===== src/rtl/lat_ram_port.sv =====
// lat_ram_port: single-port RAM with a configurable command pipeline in
// front of the array and a configurable read-data pipeline behind it.
// Commands reach the array strictly in issue order, so a read always sees
// every earlier write. Reset flushes in-flight commands but leaves the
// array contents alone.
module lat_ram_port #(
  parameter int DATA_WIDTH    = 8,
  parameter int ADDRESS_DEPTH = 16,
  parameter int WRITE_LATENCY = 1,
  parameter int READ_LATENCY  = 1
) (
  input  logic                             i_clka,
  input  logic                             i_rsta,
  input  logic                             i_en,
  input  logic                             i_we,
  input  logic [$clog2(ADDRESS_DEPTH)-1:0] i_addr,
  input  logic [DATA_WIDTH-1:0]            i_din,
  output logic [DATA_WIDTH-1:0]            o_dout,
  output logic                             o_valid
);

  localparam int AW = $clog2(ADDRESS_DEPTH);

  typedef struct packed {
    logic                  en;
    logic                  we;
    logic [AW-1:0]         addr;
    logic [DATA_WIDTH-1:0] din;
  } cmd_t;

  cmd_t in_cmd;
  cmd_t arr_cmd;

  assign in_cmd = '{en: i_en, we: i_we, addr: i_addr, din: i_din};

  // Command pipeline: WRITE_LATENCY-1 register stages, none at latency 1.
  generate
    if (WRITE_LATENCY == 1) begin : g_no_cpipe
      assign arr_cmd = in_cmd;
    end else begin : g_cpipe
      cmd_t cmd_pipe [1:WRITE_LATENCY-1];

      // Shift commands toward the array; reset only drops the enables, so
      // stale payload in an empty slot is harmless.
      always_ff @(posedge i_clka) begin
        if (i_rsta) begin
          for (int k = 1; k < WRITE_LATENCY; k++) cmd_pipe[k].en <= 1'b0;
        end else begin
          cmd_pipe[1] <= in_cmd;
          for (int k = 2; k < WRITE_LATENCY; k++) cmd_pipe[k] <= cmd_pipe[k-1];
        end
      end

      assign arr_cmd = cmd_pipe[WRITE_LATENCY-1];
    end
  endgenerate

  // Array-stage decode. Reset on the same edge cancels whatever is here,
  // which also covers a command presented alongside reset at latency 1.
  logic act, wr, rd;
  assign act = arr_cmd.en & ~i_rsta;
  assign wr  = act &  arr_cmd.we;
  assign rd  = act & ~arr_cmd.we;

  // Power-up contents are zero; reset never touches the array.
  logic [DATA_WIDTH-1:0] mem [ADDRESS_DEPTH] = '{default: '0};

  // Array write port.
  always_ff @(posedge i_clka) begin
    if (wr) mem[arr_cmd.addr] <= arr_cmd.din;
  end

  // Read-data pipeline: stage 1 captures the array, the last stage is the
  // output register. Data only advances with a valid bit so the output
  // holds the last read value across writes and idle slots.
  logic [READ_LATENCY:1]  vld_pipe;
  logic [DATA_WIDTH-1:0]  dat_pipe [1:READ_LATENCY];

  // Advance read results; reset clears valids and zeroes the data path.
  always_ff @(posedge i_clka) begin
    if (i_rsta) begin
      vld_pipe <= '0;
      for (int k = 1; k <= READ_LATENCY; k++) dat_pipe[k] <= '0;
    end else begin
      vld_pipe[1] <= rd;
      if (rd) dat_pipe[1] <= mem[arr_cmd.addr];
      for (int k = 2; k <= READ_LATENCY; k++) begin
        vld_pipe[k] <= vld_pipe[k-1];
        if (vld_pipe[k-1]) dat_pipe[k] <= dat_pipe[k-1];
      end
    end
  end

  assign o_valid = vld_pipe[READ_LATENCY];
  assign o_dout  = dat_pipe[READ_LATENCY];

endmodule

===== config.mk =====
export PLATFORM = sky130hd
export DESIGN_NAME = lat_ram_port
export DESIGN_NICKNAME = d
export VERILOG_FILES = /design/src/rtl/lat_ram_port.sv
export SDC_FILE = /design/constraint.sdc
export NUM_CORES = 1
export LEC_CHECK = 0
export BUFFER_PORTS_ARGS = -buffer_cell sky130_fd_sc_hd__buf_2
export CAP_MARGIN = 10
export CORE_ASPECT_RATIO = 1.1
export CORE_UTILIZATION = 55
export CTS_BUF_LIST = sky130_fd_sc_hd__clkbuf_4 sky130_fd_sc_hd__clkbuf_8
export CTS_CLUSTER_SIZE = 25
export DETAILED_ROUTE_END_ITERATION = 16
export PLACE_DENSITY_LB_ADDON = 0.25
export SETUP_SLACK_MARGIN = 0.4
export SLEW_MARGIN = 20
export SYNTH_ARGS = -nofsm -noshare
export SYNTH_HDL_FRONTEND = slang
export SYNTH_SLANG_ARGS = --single-unit

===== constraint.sdc =====
create_clock -name i_clka -period 4.4 [get_ports i_clka]
set_clock_uncertainty 0.05 [all_clocks]
set_input_delay 0.22 -clock i_clka [delete_from_list [all_inputs] [get_ports i_clka]]
set_output_delay 0.22 -clock i_clka [all_outputs]
set_load 0.05 [all_outputs]

==> impl_metrics.xml, run 1 <==
<?xml version="1.0" encoding="UTF-8"?>
<metrics>
  <group name="status">
    <metric name="outcome" unit="">finished clean</metric>
  </group>
  <group name="die">
    <metric name="dieArea" unit="um^2">10000</metric>
    <metric name="core-area" unit="um^2">9350</metric>
    <metric name="initial_util" unit="">0.567</metric>
    <metric name="die_h" unit="um">105</metric>
    <metric name="top_level_ports" unit="">25</metric>
    <metric name="rows" unit="">37</metric>
    <metric name="fp.dieW" unit="um">95.7</metric>
  </group>
  <group name="synth">
    <metric name="mappedNetlistNets" unit="">268</metric>
    <metric name="synth_warnings" unit="">0</metric>
    <metric name="synthesis.area_per_instance" unit="um^2">21.1</metric>
    <metric name="yosys.cell_types.count" unit="">25</metric>
    <metric name="yosysTopAreaCellShare" unit="">0.770</metric>
    <metric name="synth_top_cell_by_area" unit="">edfxtp_1</metric>
    <metric name="synth_ff_type" unit="">edfxtp_1</metric>
    <metric name="number_of_synthesized_register_bits" unit="">137</metric>
    <metric name="seq_area_frac_synth" unit="">0.773</metric>
    <metric name="synth_commonest_cells" unit="">136 x edfxtp_1, 25 x mux4_2, 21 x nor2_1, 14 x mux2_2</metric>
    <metric name="synth.top_cells.by_area" unit="">edfxtp_1 77%, mux4_2 11%, mux2_2 3.0%</metric>
    <metric name="mappedNetlistArea" unit="um^2">5310</metric>
    <metric name="synth_most_common_cell" unit="">edfxtp_1</metric>
    <metric name="synth_async_sr_flop_share" unit="">0</metric>
    <metric name="synth_enable_flop_cells" unit="">136</metric>
    <metric name="netlist_instances" unit="">252</metric>
  </group>
  <group name="routing">
    <metric name="total_drc_errors_in_the_routed_layout" unit="">0</metric>
    <metric name="drt_pass1_iterations" unit="">5</metric>
    <metric name="routed-via-count" unit="">2527</metric>
    <metric name="detailedRoute.firstIterationViolations" unit="">232</metric>
    <metric name="route.antenna.remaining_nets" unit="">0</metric>
    <metric name="post_drt_via_cell_ratio" unit="">6.05</metric>
    <metric name="wl" unit="mm">9.93</metric>
    <metric name="routedWlPerCell" unit="um">23.8</metric>
  </group>
  <group name="clocking">
    <metric name="clock_tree.htree_level_count" unit="">4</metric>
    <metric name="cts-hold-fix-buffers" unit="">2</metric>
    <metric name="worst_setup_hold_path_clk_slew" unit="ns">0.08</metric>
    <metric name="clk_path_buf_depth" unit="">2</metric>
    <metric name="cts-root-buf" unit="">clkbuf_8</metric>
    <metric name="tritoncts.num_buffers" unit="">17</metric>
    <metric name="post_cts.resized_instances" unit="">0</metric>
    <metric name="clock_latency" unit="ns">0.42</metric>
    <metric name="cts.sinks" unit="">137</metric>
    <metric name="post-cts-setup-buffer-count" unit="">0</metric>
    <metric name="cts_tree" unit="">built</metric>
  </group>
  <group name="worst_setup_path">
    <metric name="cp_data_arrival_time" unit="ns">2.08</metric>
    <metric name="worst-endpoint-required" unit="ns">4.39</metric>
    <metric name="timing.rr.end" unit="">dat_pipe[1][0]</metric>
    <metric name="worstPathMaxFanout" unit="">8</metric>
    <metric name="timing.critical_path.to_type" unit="">register</metric>
    <metric name="ff2ff_path_depth" unit="">3</metric>
    <metric name="category_of_the_most_critical_setup_path" unit="">in2reg</metric>
    <metric name="r2r_slack" unit="ns">2.81</metric>
    <metric name="critPathLaunchType" unit="">primary input</metric>
    <metric name="timing.critical_path.to" unit="">mem[9][7]</metric>
    <metric name="critPathLaunch" unit="">i_we</metric>
    <metric name="crit-reg2reg-launch" unit="">mem[15][0]</metric>
  </group>
  <group name="grt">
    <metric name="antenna_found_initial" unit="">0</metric>
    <metric name="grt_pass1_vias" unit="">2535</metric>
    <metric name="global_route.overflow_total" unit="">0</metric>
    <metric name="grt_use_total" unit="">0.225</metric>
    <metric name="pin_count_of_the_biggest_net_entering_global_routing" unit="">29</metric>
    <metric name="wire_length_of_the_first_global_routing_pass" unit="mm">15.1</metric>
  </group>
  <group name="layout">
    <metric name="layout.nets" unit="">304</metric>
    <metric name="multi_input_comb_area" unit="um^2">1120</metric>
    <metric name="final-seq-area" unit="um^2">4100</metric>
    <metric name="final_layout_size_suffix_gt1_frac" unit="">0.339</metric>
    <metric name="antenna_cells_inserted" unit="">0</metric>
    <metric name="fill_cells" unit="">662</metric>
    <metric name="flow.area_growth_from_synthesis" unit="%">11.3</metric>
    <metric name="final_core_util" unit="">0.631</metric>
  </group>
  <group name="pwr">
    <metric name="share_seq_of_total_power" unit="">0.577</metric>
    <metric name="combinationalPowerShare" unit="">0.053</metric>
    <metric name="power.internal" unit="mW">1.98</metric>
    <metric name="power.density" unit="nW/um^2">426</metric>
    <metric name="worst_vdd_rail_ir_drop" unit="uV">328</metric>
    <metric name="clkPwrFrac" unit="">0.370</metric>
    <metric name="power_leakage" unit="nW">1.92</metric>
    <metric name="power.total" unit="mW">2.51</metric>
    <metric name="p_sw_frac" unit="">0.212</metric>
    <metric name="power.net_switching" unit="mW">0.532</metric>
  </group>
  <group name="timing">
    <metric name="setup_total_negative_slack" unit="ns">0</metric>
    <metric name="post-route-period-util" unit="">0.473</metric>
    <metric name="timing.final.setup_violations" unit="">0</metric>
    <metric name="slew_headroom" unit="">0.452</metric>
    <metric name="fmax" unit="GHz">0.480</metric>
    <metric name="final_hold_viol_count" unit="">0</metric>
    <metric name="rsz0062_at_grt" unit="">no</metric>
    <metric name="period_needed" unit="ns">2.08</metric>
    <metric name="report.final.slew_viol_count" unit="">0</metric>
    <metric name="worst_slew_pin_slew" unit="ns">0.819</metric>
  </group>
  <group name="min_path">
    <metric name="hold_path_depth" unit="">1</metric>
    <metric name="hold_class" unit="">in2reg</metric>
  </group>
  <group name="run">
    <metric name="drv.max_cap_violation_count" unit="">0</metric>
  </group>
  <group name="placement">
    <metric name="finalWeightedCongestion" unit="">0.803</metric>
    <metric name="dpl.hpwl" unit="mm">6.08</metric>
    <metric name="placement.io_buffers" unit="">24</metric>
  </group>
</metrics>
-- layer usage --
| metal | global-route usage | vias up | share of wire |
|---|---|---|---|
| met2 | 0.340 | 99 | 0.52 |
| met4 | 0.0661 | 0 | 0.012 |
| met5 | 0 | - | 0 |
| li1 | - | 1114 | - |
| met3 | 0.0677 | 12 | 0.062 |
| met1 | 0.318 | 1302 | 0.41 |
-- state kept, by name (all words and copies together) (netlist names) --
register	count
o_valid	1
dat_pipe	8
mem	128
-- logic make-up (layout without fill, tap and decap cells) --
family / Yosys count / in the layout / synth area share
DFF: 137 / 137 / 0.773
muxes: 47 / 47 / 0.151
and+or+nand+nor: 39 / 39 / 0.0370
AOI/OAI and AO/OA: 16 / 16 / 0.0219
buffers and inverters: 13 / 62 / 0.0167
-- critical path, cell delays in order --
cell and delay (ns):
dlygate4sd3_1 0.52, buf_2 0.14, and3b_1 0.30, nand3_1 0.20, nor2_1 0.69
-- how the worst min path moves through the flow --
stage / endpoint / startpoint / slack, ns
after floorplan: o_valid / i_we / 0.26
after global placement: o_valid / i_we / 0.42
after detailed placement: o_valid / i_we / 0.43
after CTS: mem[7][6] / i_din[6] / 0.11
after global routing: mem[1][6] / i_din[6] / 0.12
final: mem[1][6] / i_din[6] / 0.14
-- per-stage QoR --
stage | hold slack [ns] | area [um^2] | instances | worst slack [ns]
floorplan | 0.264 | 5310 | 252 | 2.59
global placement | 0.416 | 5510 | 384 | 1.80
detailed placement | 0.429 | 5520 | 384 | 1.93
CTS | 0.107 | 5900 | 418 | 2.37
global route | 0.117 | 5900 | 418 | 2.20
finish | 0.137 | 5900 | 418 | 2.32
-- cell type report --
class	count	share of cell area
Clock buffer	23	0.0483
Clock inverter	9	0.0134
Inverter	1	0.000636
Multi-Input combinational cell	102	0.190
Sequential cell	137	0.695
Tap cell	117	0.0248
Timing Repair Buffer	29	0.0275
-- power by group through the flow --
stage          combinational, mW  clock, mW  sequential (mW)
2_1_floorplan             0.0707          0             1.50
3_3_place_gp               0.131          0             1.48
3_5_place_dp               0.134          0             1.48
4_1_cts                    0.135      0.946             1.45
5_1_grt                    0.143      0.999             1.45
6_report                   0.133      0.929             1.45
-- placed cells by master (no fill, tap or decap), types with 3 or more instances in the layout --
cell type and count:
nand2_1 4, mux2_2 14, buf_2 24, clkinv_2 5, nor2_1 21, nand2b_1 3
edfxtp_1 136, o221ai_1 7, mux4_2 25, clkbuf_4 5, buf_4 3, clkbuf_8 18
mux2i_1 8, o22ai_1 8
Power figures use the tool's default switching activity.
==> run 2, diff against run 1 <==
==> constraint.sdc (replaced) <==
create_clock -name i_clka -period 2.15 [get_ports i_clka]
set_clock_uncertainty 0.05 [all_clocks]
set_input_delay 0.1075 -clock i_clka [delete_from_list [all_inputs] [get_ports i_clka]]
set_output_delay 0.1075 -clock i_clka [all_outputs]
set_load 0.05 [all_outputs]
==> run 2 against run 1 <==
  * Sequential power grew 100%
  * Power grew 110%
  * Register-to-register slack lost 2.2 ns
  * Largest power group unchanged
  * Setup slack lost 1.7 ns
==> impl_metrics.xml, run 2 (synthesis results as in run 1) <==
<?xml version="1.0" encoding="UTF-8"?>
<metrics>
  <group name="status">
    <metric name="outcome" unit="">finished clean</metric>
  </group>
  <group name="pwr">
    <metric name="power.density" unit="nW/um^2">864</metric>
    <metric name="worst_vdd_rail_ir_drop" unit="uV">512</metric>
    <metric name="power.total" unit="mW">5.35</metric>
    <metric name="power_leakage" unit="nW">2.08</metric>
  </group>
  <group name="layout">
    <metric name="largest_register_ffs" unit="">128</metric>
    <metric name="most-common-layout-cells" unit="">136 x edfxtp_1, 28 x buf_4, 25 x mux4_2, 24 x buf_2, 21 x nor2_1</metric>
    <metric name="final_common_cell" unit="">edfxtp_1</metric>
    <metric name="final_core_util" unit="">0.661</metric>
    <metric name="largest-register" unit="">mem</metric>
    <metric name="final_layout_size_suffix_gt1_frac" unit="">0.366</metric>
    <metric name="layout.nets" unit="">336</metric>
    <metric name="antenna_cells_inserted" unit="">0</metric>
    <metric name="flow.area_growth_from_synthesis" unit="%">16.6</metric>
  </group>
  <group name="worst_setup_path">
    <metric name="worst_path_max_delay_cell" unit="">mux4_2</metric>
    <metric name="cp_data_arrival_time" unit="ns">1.71</metric>
    <metric name="ff2ff_path_depth" unit="">3</metric>
    <metric name="timing.critical_path.buf_inv" unit="">0</metric>
    <metric name="cp.depth" unit="">3</metric>
    <metric name="timing.critical_path.to_type" unit="">register</metric>
    <metric name="critical_path.cell_chain" unit="">mux4_2 &gt; mux2i_1 &gt; o22ai_1</metric>
    <metric name="cp_slowest_stage_delay" unit="ns">0.47</metric>
    <metric name="worstPathMaxFanout" unit="">1</metric>
    <metric name="critPathLaunchType" unit="">register</metric>
    <metric name="worst-endpoint-required" unit="ns">2.28</metric>
    <metric name="category_of_the_most_critical_setup_path" unit="">reg2reg</metric>
    <metric name="path_delay_family" unit="">multiplexers</metric>
  </group>
  <group name="timing">
    <metric name="post-route-period-util" unit="">0.733</metric>
    <metric name="final_hold_viol_count" unit="">0</metric>
    <metric name="period_needed" unit="ns">1.58</metric>
    <metric name="rsz0062_at_grt" unit="">no</metric>
    <metric name="worst_slew_pin_slew" unit="ns">0.945</metric>
    <metric name="slew_headroom" unit="">0.368</metric>
    <metric name="setup_total_negative_slack" unit="ns">0</metric>
    <metric name="fmax" unit="GHz">0.635</metric>
    <metric name="timing.final.setup_violations" unit="">0</metric>
    <metric name="report.final.slew_viol_count" unit="">0</metric>
  </group>
  <group name="run">
    <metric name="drv.max_cap_violation_count" unit="">0</metric>
  </group>
  <group name="clocking">
    <metric name="cts.sinks" unit="">137</metric>
    <metric name="cts_tree" unit="">built</metric>
    <metric name="worst_setup_hold_path_clk_slew" unit="ns">0.08</metric>
    <metric name="clock_latency" unit="ns">0.44</metric>
    <metric name="clk_path_buf_depth" unit="">2</metric>
    <metric name="clock_tree.htree_level_count" unit="">4</metric>
    <metric name="cts-root-buf" unit="">clkbuf_8</metric>
    <metric name="tritoncts.num_buffers" unit="">17</metric>
    <metric name="post_cts.resized_instances" unit="">0</metric>
    <metric name="post-cts-setup-buffer-count" unit="">0</metric>
  </group>
  <group name="die">
    <metric name="dieArea" unit="um^2">10000</metric>
    <metric name="die_h" unit="um">105</metric>
    <metric name="initial_util" unit="">0.567</metric>
    <metric name="rows" unit="">37</metric>
    <metric name="fp.dieW" unit="um">95.7</metric>
    <metric name="top_level_ports" unit="">25</metric>
    <metric name="core-area" unit="um^2">9350</metric>
  </group>
  <group name="routing">
    <metric name="total_drc_errors_in_the_routed_layout" unit="">0</metric>
    <metric name="routed-via-count" unit="">2647</metric>
    <metric name="route.antenna.remaining_nets" unit="">0</metric>
    <metric name="routedWlPerCell" unit="um">22.4</metric>
    <metric name="detailedRoute.firstIterationViolations" unit="">196</metric>
    <metric name="post_drt_via_cell_ratio" unit="">5.88</metric>
    <metric name="drt_pass1_iterations" unit="">4</metric>
    <metric name="wl" unit="mm">10.1</metric>
  </group>
  <group name="grt">
    <metric name="antenna_found_initial" unit="">0</metric>
    <metric name="grt_use_total" unit="">0.228</metric>
    <metric name="pin_count_of_the_biggest_net_entering_global_routing" unit="">17</metric>
    <metric name="grt_pass1_vias" unit="">2728</metric>
    <metric name="global_route.overflow_total" unit="">0</metric>
    <metric name="wire_length_of_the_first_global_routing_pass" unit="mm">15.4</metric>
  </group>
  <group name="min_path">
    <metric name="hold_class" unit="">in2reg</metric>
    <metric name="hold_path_depth" unit="">1</metric>
  </group>
  <group name="placement">
    <metric name="dpl.hpwl" unit="mm">6.72</metric>
    <metric name="finalWeightedCongestion" unit="">0.797</metric>
    <metric name="placement.io_buffers" unit="">24</metric>
  </group>
</metrics>
==> run 2: path summary, 6_finish.rpt <==
kind	startpoint	end	slack [ns]
hold / removal	i_din[3]	mem[2][3]	0.03
hold reg to reg	mem[2][3]	dat_pipe[1][3]	0.74
setup reg to reg	mem[13][7]	dat_pipe[1][7]	0.57
setup / recovery	mem[13][7]	dat_pipe[1][7]	0.57
==> run 2: layout make-up <==
class | instances | area [um^2]
clock buffer | 18 | 241
clock inverter | 14 | 156
fill | 629 | 3170
inverter | 1 | 3.75
multi-input combinational | 102 | 1110
sequential | 137 | 4100
tap | 117 | 146
timing repair buffer | 61 | 420
==> run 2: layer usage <==
layer / vias up / GRT usage / part of all wire
li1: 1182 / - / -
met1: 1362 / 0.290 / 0.39
met2: 93 / 0.369 / 0.54
met3: 10 / 0.0677 / 0.063
met4: 0 / 0.0821 / 0.012
met5: - / 0 / 0
==> run 2: where the power goes <==
group | total, mW | switching [mW] | internal, mW
Sequential | 2.97 | 0.00649 | 2.96
Clock | 2.09 | 0.950 | 1.14
Combinational | 0.289 | 0.175 | 0.114
Total | 5.35 | 1.13 | 4.22
==> run 2: worst register-to-register path, stage by stage, from the launching register on <==
cell	delay, ns
edfxtp_1	0.40
mux4_2	0.47
mux2i_1	0.28
o22ai_1	0.12
==> run 2: metrics by stage <==
step / std cells / worst slack [ns] / hold WS [ns] / instance area [um^2]
3_3_place_gp: 409 / 0.284 / 0.304 / 5700
5_1_grt: 450 / 0.540 / 0.0298 / 6190
2_1_floorplan: 252 / 0.454 / 0.152 / 5310
4_1_cts: 450 / 0.584 / 0.00527 / 6190
6_report: 450 / 0.574 / 0.0291 / 6190
3_5_place_dp: 409 / 0.239 / 0.310 / 5700
==> run 2: repair_timing <==
item | CTS | global route
endpoints found under the setup margin | 0 | 0
hold buffers | 9 | 0
hold endpoints to repair | 113 | 0
==> run 3, diff against run 2 <==
--- a/config.mk
+++ b/config.mk
@@ -5,6 +5,7 @@
 export SDC_FILE = /design/constraint.sdc
 export NUM_CORES = 1
 export LEC_CHECK = 0
+export ABC_AREA = 1
 export BUFFER_PORTS_ARGS = -buffer_cell sky130_fd_sc_hd__buf_2
 export CAP_MARGIN = 10
 export CORE_ASPECT_RATIO = 1.1
==> constraint.sdc (replaced) <==
create_clock -name i_clka -period 1.49 [get_ports i_clka]
set_clock_uncertainty 0.05 [all_clocks]
set_input_delay 0.0745 -clock i_clka [delete_from_list [all_inputs] [get_ports i_clka]]
set_output_delay 0.0745 -clock i_clka [all_outputs]
set_load 0.05 [all_outputs]
==> run 3 against run 2 <==
  * Final cell count grew 59%
  * Synthesized area grew 7.3%
  * Clock-buffer cell count rose by 3
  * Highest routed layer unchanged
  * Sequential power grew 44%
  * Sequential share of layout area down 5.0 points
  * Utilization up 0.84 points
==> impl_metrics.xml, run 3 <==
<?xml version="1.0" encoding="UTF-8"?>
<metrics>
  <group name="routing">
    <metric name="total_drc_errors_in_the_routed_layout" unit="">0</metric>
    <metric name="drt_pass1_iterations" unit="">4</metric>
    <metric name="post_drt_via_cell_ratio" unit="">5.17</metric>
    <metric name="route.antenna.remaining_nets" unit="">0</metric>
    <metric name="wl" unit="mm">11.9</metric>
    <metric name="routed-via-count" unit="">3698</metric>
    <metric name="detailedRoute.firstIterationViolations" unit="">246</metric>
    <metric name="routedWlPerCell" unit="um">16.7</metric>
  </group>
  <group name="timing">
    <metric name="rsz0062_at_grt" unit="">yes</metric>
    <metric name="final.hold.worst_slack" unit="ns">0.0348</metric>
    <metric name="final_hold_viol_count" unit="">0</metric>
    <metric name="period_needed" unit="ns">1.24</metric>
    <metric name="setup_total_negative_slack" unit="ns">0</metric>
    <metric name="fmax" unit="GHz">0.806</metric>
    <metric name="report.final.slew_viol_count" unit="">0</metric>
    <metric name="timing.final.setup_violations" unit="">0</metric>
    <metric name="slew_headroom" unit="">0.729</metric>
    <metric name="worst_slew_pin_slew" unit="ns">0.407</metric>
    <metric name="post-route-period-util" unit="">0.833</metric>
  </group>
  <group name="layout">
    <metric name="fill_cells" unit="">744</metric>
    <metric name="layout.nets" unit="">598</metric>
    <metric name="most-common-layout-cells" unit="">333 x nand2_1, 136 x edfxtp_1, 17 x clkbuf_8, 16 x nor2_4</metric>
    <metric name="flow.area_growth_from_synthesis" unit="%">17.5</metric>
    <metric name="final_core_util" unit="">0.670</metric>
    <metric name="largest-register" unit="">mem</metric>
    <metric name="final_common_cell" unit="">nand2_1</metric>
    <metric name="final_layout_size_suffix_gt1_frac" unit="">0.166</metric>
    <metric name="antenna_cells_inserted" unit="">0</metric>
    <metric name="finish.cell_count_without_fillers" unit="">715</metric>
    <metric name="largest_register_ffs" unit="">128</metric>
  </group>
  <group name="clocking">
    <metric name="cts_tree" unit="">built</metric>
    <metric name="cts.sinks" unit="">137</metric>
    <metric name="post-cts-setup-buffer-count" unit="">0</metric>
    <metric name="tritoncts.num_buffers" unit="">17</metric>
    <metric name="clock_tree.htree_level_count" unit="">4</metric>
    <metric name="worst_setup_hold_path_clk_slew" unit="ns">0.07</metric>
    <metric name="clock_latency" unit="ns">0.44</metric>
    <metric name="cts-root-buf" unit="">clkbuf_8</metric>
    <metric name="clk_path_buf_depth" unit="">2</metric>
  </group>
  <group name="run">
    <metric name="drv.max_cap_violation_count" unit="">0</metric>
  </group>
  <group name="synth">
    <metric name="synth_enable_flop_cells" unit="">136</metric>
    <metric name="synth_commonest_cells" unit="">337 x nand2_1, 136 x edfxtp_1, 35 x nor2_1, 12 x buf_2, 8 x inv_1</metric>
    <metric name="mappedNetlistArea" unit="um^2">5690</metric>
    <metric name="synth_async_sr_flop_share" unit="">0</metric>
    <metric name="synth_warnings" unit="">0</metric>
    <metric name="yosysTopAreaCellShare" unit="">0.717</metric>
    <metric name="seq_area_frac_synth" unit="">0.721</metric>
    <metric name="yosys.cell_types.count" unit="">14</metric>
    <metric name="netlist_instances" unit="">547</metric>
    <metric name="mappedNetlistNets" unit="">563</metric>
    <metric name="synthesis.area_per_instance" unit="um^2">10.4</metric>
    <metric name="synth_most_common_cell" unit="">nand2_1</metric>
    <metric name="synth_ff_type" unit="">edfxtp_1</metric>
    <metric name="synth.top_cells.by_area" unit="">edfxtp_1 72%, nand2_1 22%, nor2_1 2.3%</metric>
    <metric name="synth_top_cell_by_area" unit="">edfxtp_1</metric>
    <metric name="number_of_synthesized_register_bits" unit="">137</metric>
  </group>
  <group name="die">
    <metric name="dieArea" unit="um^2">10800</metric>
    <metric name="rows" unit="">38</metric>
    <metric name="die_h" unit="um">109</metric>
    <metric name="top_level_ports" unit="">25</metric>
    <metric name="initial_util" unit="">0.570</metric>
    <metric name="fp.dieW" unit="um">99.0</metric>
    <metric name="core-area" unit="um^2">9980</metric>
  </group>
  <group name="worst_setup_path">
    <metric name="critPathLaunch" unit="">mem[3][2]</metric>
    <metric name="ff2ff_path_depth" unit="">8</metric>
    <metric name="worst-endpoint-required" unit="ns">1.63</metric>
    <metric name="cp_slowest_stage_delay" unit="ns">0.37</metric>
    <metric name="cp.depth" unit="">8</metric>
    <metric name="category_of_the_most_critical_setup_path" unit="">reg2reg</metric>
    <metric name="timing.critical_path.to_type" unit="">register</metric>
    <metric name="worst_path_max_delay_cell" unit="">edfxtp_1</metric>
    <metric name="timing.critical_path.buf_inv" unit="">0</metric>
    <metric name="crit-reg2reg-launch" unit="">mem[3][2]</metric>
    <metric name="timing.rr.end" unit="">dat_pipe[1][2]</metric>
    <metric name="critical_path.cell_chain" unit="">nand2_1 &gt; nand2_1 &gt; nand2_1 &gt; nand2_1 &gt; nand2_1 &gt; nand2_1 &gt; nor2_1 &gt; nor2_1</metric>
    <metric name="critPathLaunchType" unit="">register</metric>
    <metric name="r2r_slack" unit="ns">0.25</metric>
    <metric name="path_common_cell" unit="">nand2_1</metric>
    <metric name="worstPathMaxFanout" unit="">1</metric>
    <metric name="cp_data_arrival_time" unit="ns">1.38</metric>
    <metric name="path_delay_family" unit="">simple AND/OR/NAND/NOR gates</metric>
  </group>
  <group name="min_path">
    <metric name="hold_path_depth" unit="">1</metric>
    <metric name="hold_class" unit="">in2reg</metric>
    <metric name="hold_path.startpoint" unit="">i_din[6]</metric>
    <metric name="timing.hold.worst_endpoint" unit="">mem[2][6]</metric>
  </group>
  <group name="grt">
    <metric name="grt_pass1_vias" unit="">3676</metric>
    <metric name="grt.met3_usage" unit="">0.0603</metric>
    <metric name="global_route.overflow_total" unit="">0</metric>
    <metric name="grt-busiest-layer" unit="">met2</metric>
    <metric name="grt_use_total" unit="">0.245</metric>
    <metric name="global_route.usage.met1" unit="">0.336</metric>
    <metric name="wire_length_of_the_first_global_routing_pass" unit="mm">18.7</metric>
    <metric name="grtUsageMet2" unit="">0.372</metric>
    <metric name="antenna_found_initial" unit="">0</metric>
    <metric name="pin_count_of_the_biggest_net_entering_global_routing" unit="">67</metric>
  </group>
  <group name="placement">
    <metric name="finalWeightedCongestion" unit="">0.849</metric>
    <metric name="number_of_placed_instances_with_taps_included" unit="">682</metric>
    <metric name="placement.io_buffers" unit="">24</metric>
    <metric name="dpl.hpwl" unit="mm">7.79</metric>
  </group>
  <group name="pwr">
    <metric name="worst_vdd_rail_ir_drop" unit="uV">622</metric>
    <metric name="power.total" unit="mW">8.03</metric>
    <metric name="power_leakage" unit="nW">2.75</metric>
    <metric name="power.density" unit="nW/um^2">1200</metric>
  </group>
  <group name="status">
    <metric name="outcome" unit="">finished clean</metric>
  </group>
</metrics>
==> run 3: how the worst max path moves through the flow <==
| stage | endpoint | slack (ns) |
|---|---|---|
| 2_1_floorplan | mem[13][0] | 0.21 |
| 3_3_place_gp | mem[10][4] | 0.03 |
| 3_5_place_dp | mem[10][0] | -0.02 |
| 4_1_cts | dat_pipe[1][4] | 0.25 |
| 5_1_grt | dat_pipe[1][3] | 0.17 |
| 6_report | dat_pipe[1][2] | 0.25 |
==> run 3: kinds of logic (layout without fill, tap and decap cells) <==
kind of cell  Yosys count  count (layout)  share of synthesized area
simple gates          379             379                      0.252
buf+inv                31              79                     0.0270
flops                 137             137                      0.721
==> run 3: area by class of cell <==
cell class                 count  area, um^2  share of cell area
tap                          120         150              0.0224
sequential                   137        4100               0.614
inverter                      10        55.1             0.00823
clock inverter                11         153              0.0228
multi-input combinational    379        1640               0.245
clock buffer                  21         264              0.0395
timing repair buffer          37         327              0.0488
==> run 3: timing repair <==
item / 4_1_cts / 5_1_grt
pin swaps: 26 / 13
hold endpoints to repair: 1 / 0
endpoints found under the setup margin: 17 / 17
hold buffers: 1 / 0
gates resized for setup: 19 / 4
==> run 3: routing by layer <==
metal,vias to the layer above,wire length [um]
met4,0,319
met1,1714,5470
met3,29,662
li1,1841,-
met5,-,0
met2,114,5480
==> run 3: power by group <==
group	leakage, nW	switching [mW]	internal (mW)
clock	0.220	1.30	1.87
sequential	1.25	0.0114	4.27
combinational	1.28	0.411	0.166
==> run 3: through the flow <==
| step | worst slack, ns | instance area [um^2] |
|---|---|---|
| floorplan | 0.212 | 5920 |
| global placement | 0.0286 | 6190 |
| detailed placement | -0.0180 | 6190 |
| CTS | 0.253 | 6680 |
| global route | 0.169 | 6690 |
| finish | 0.249 | 6690 |
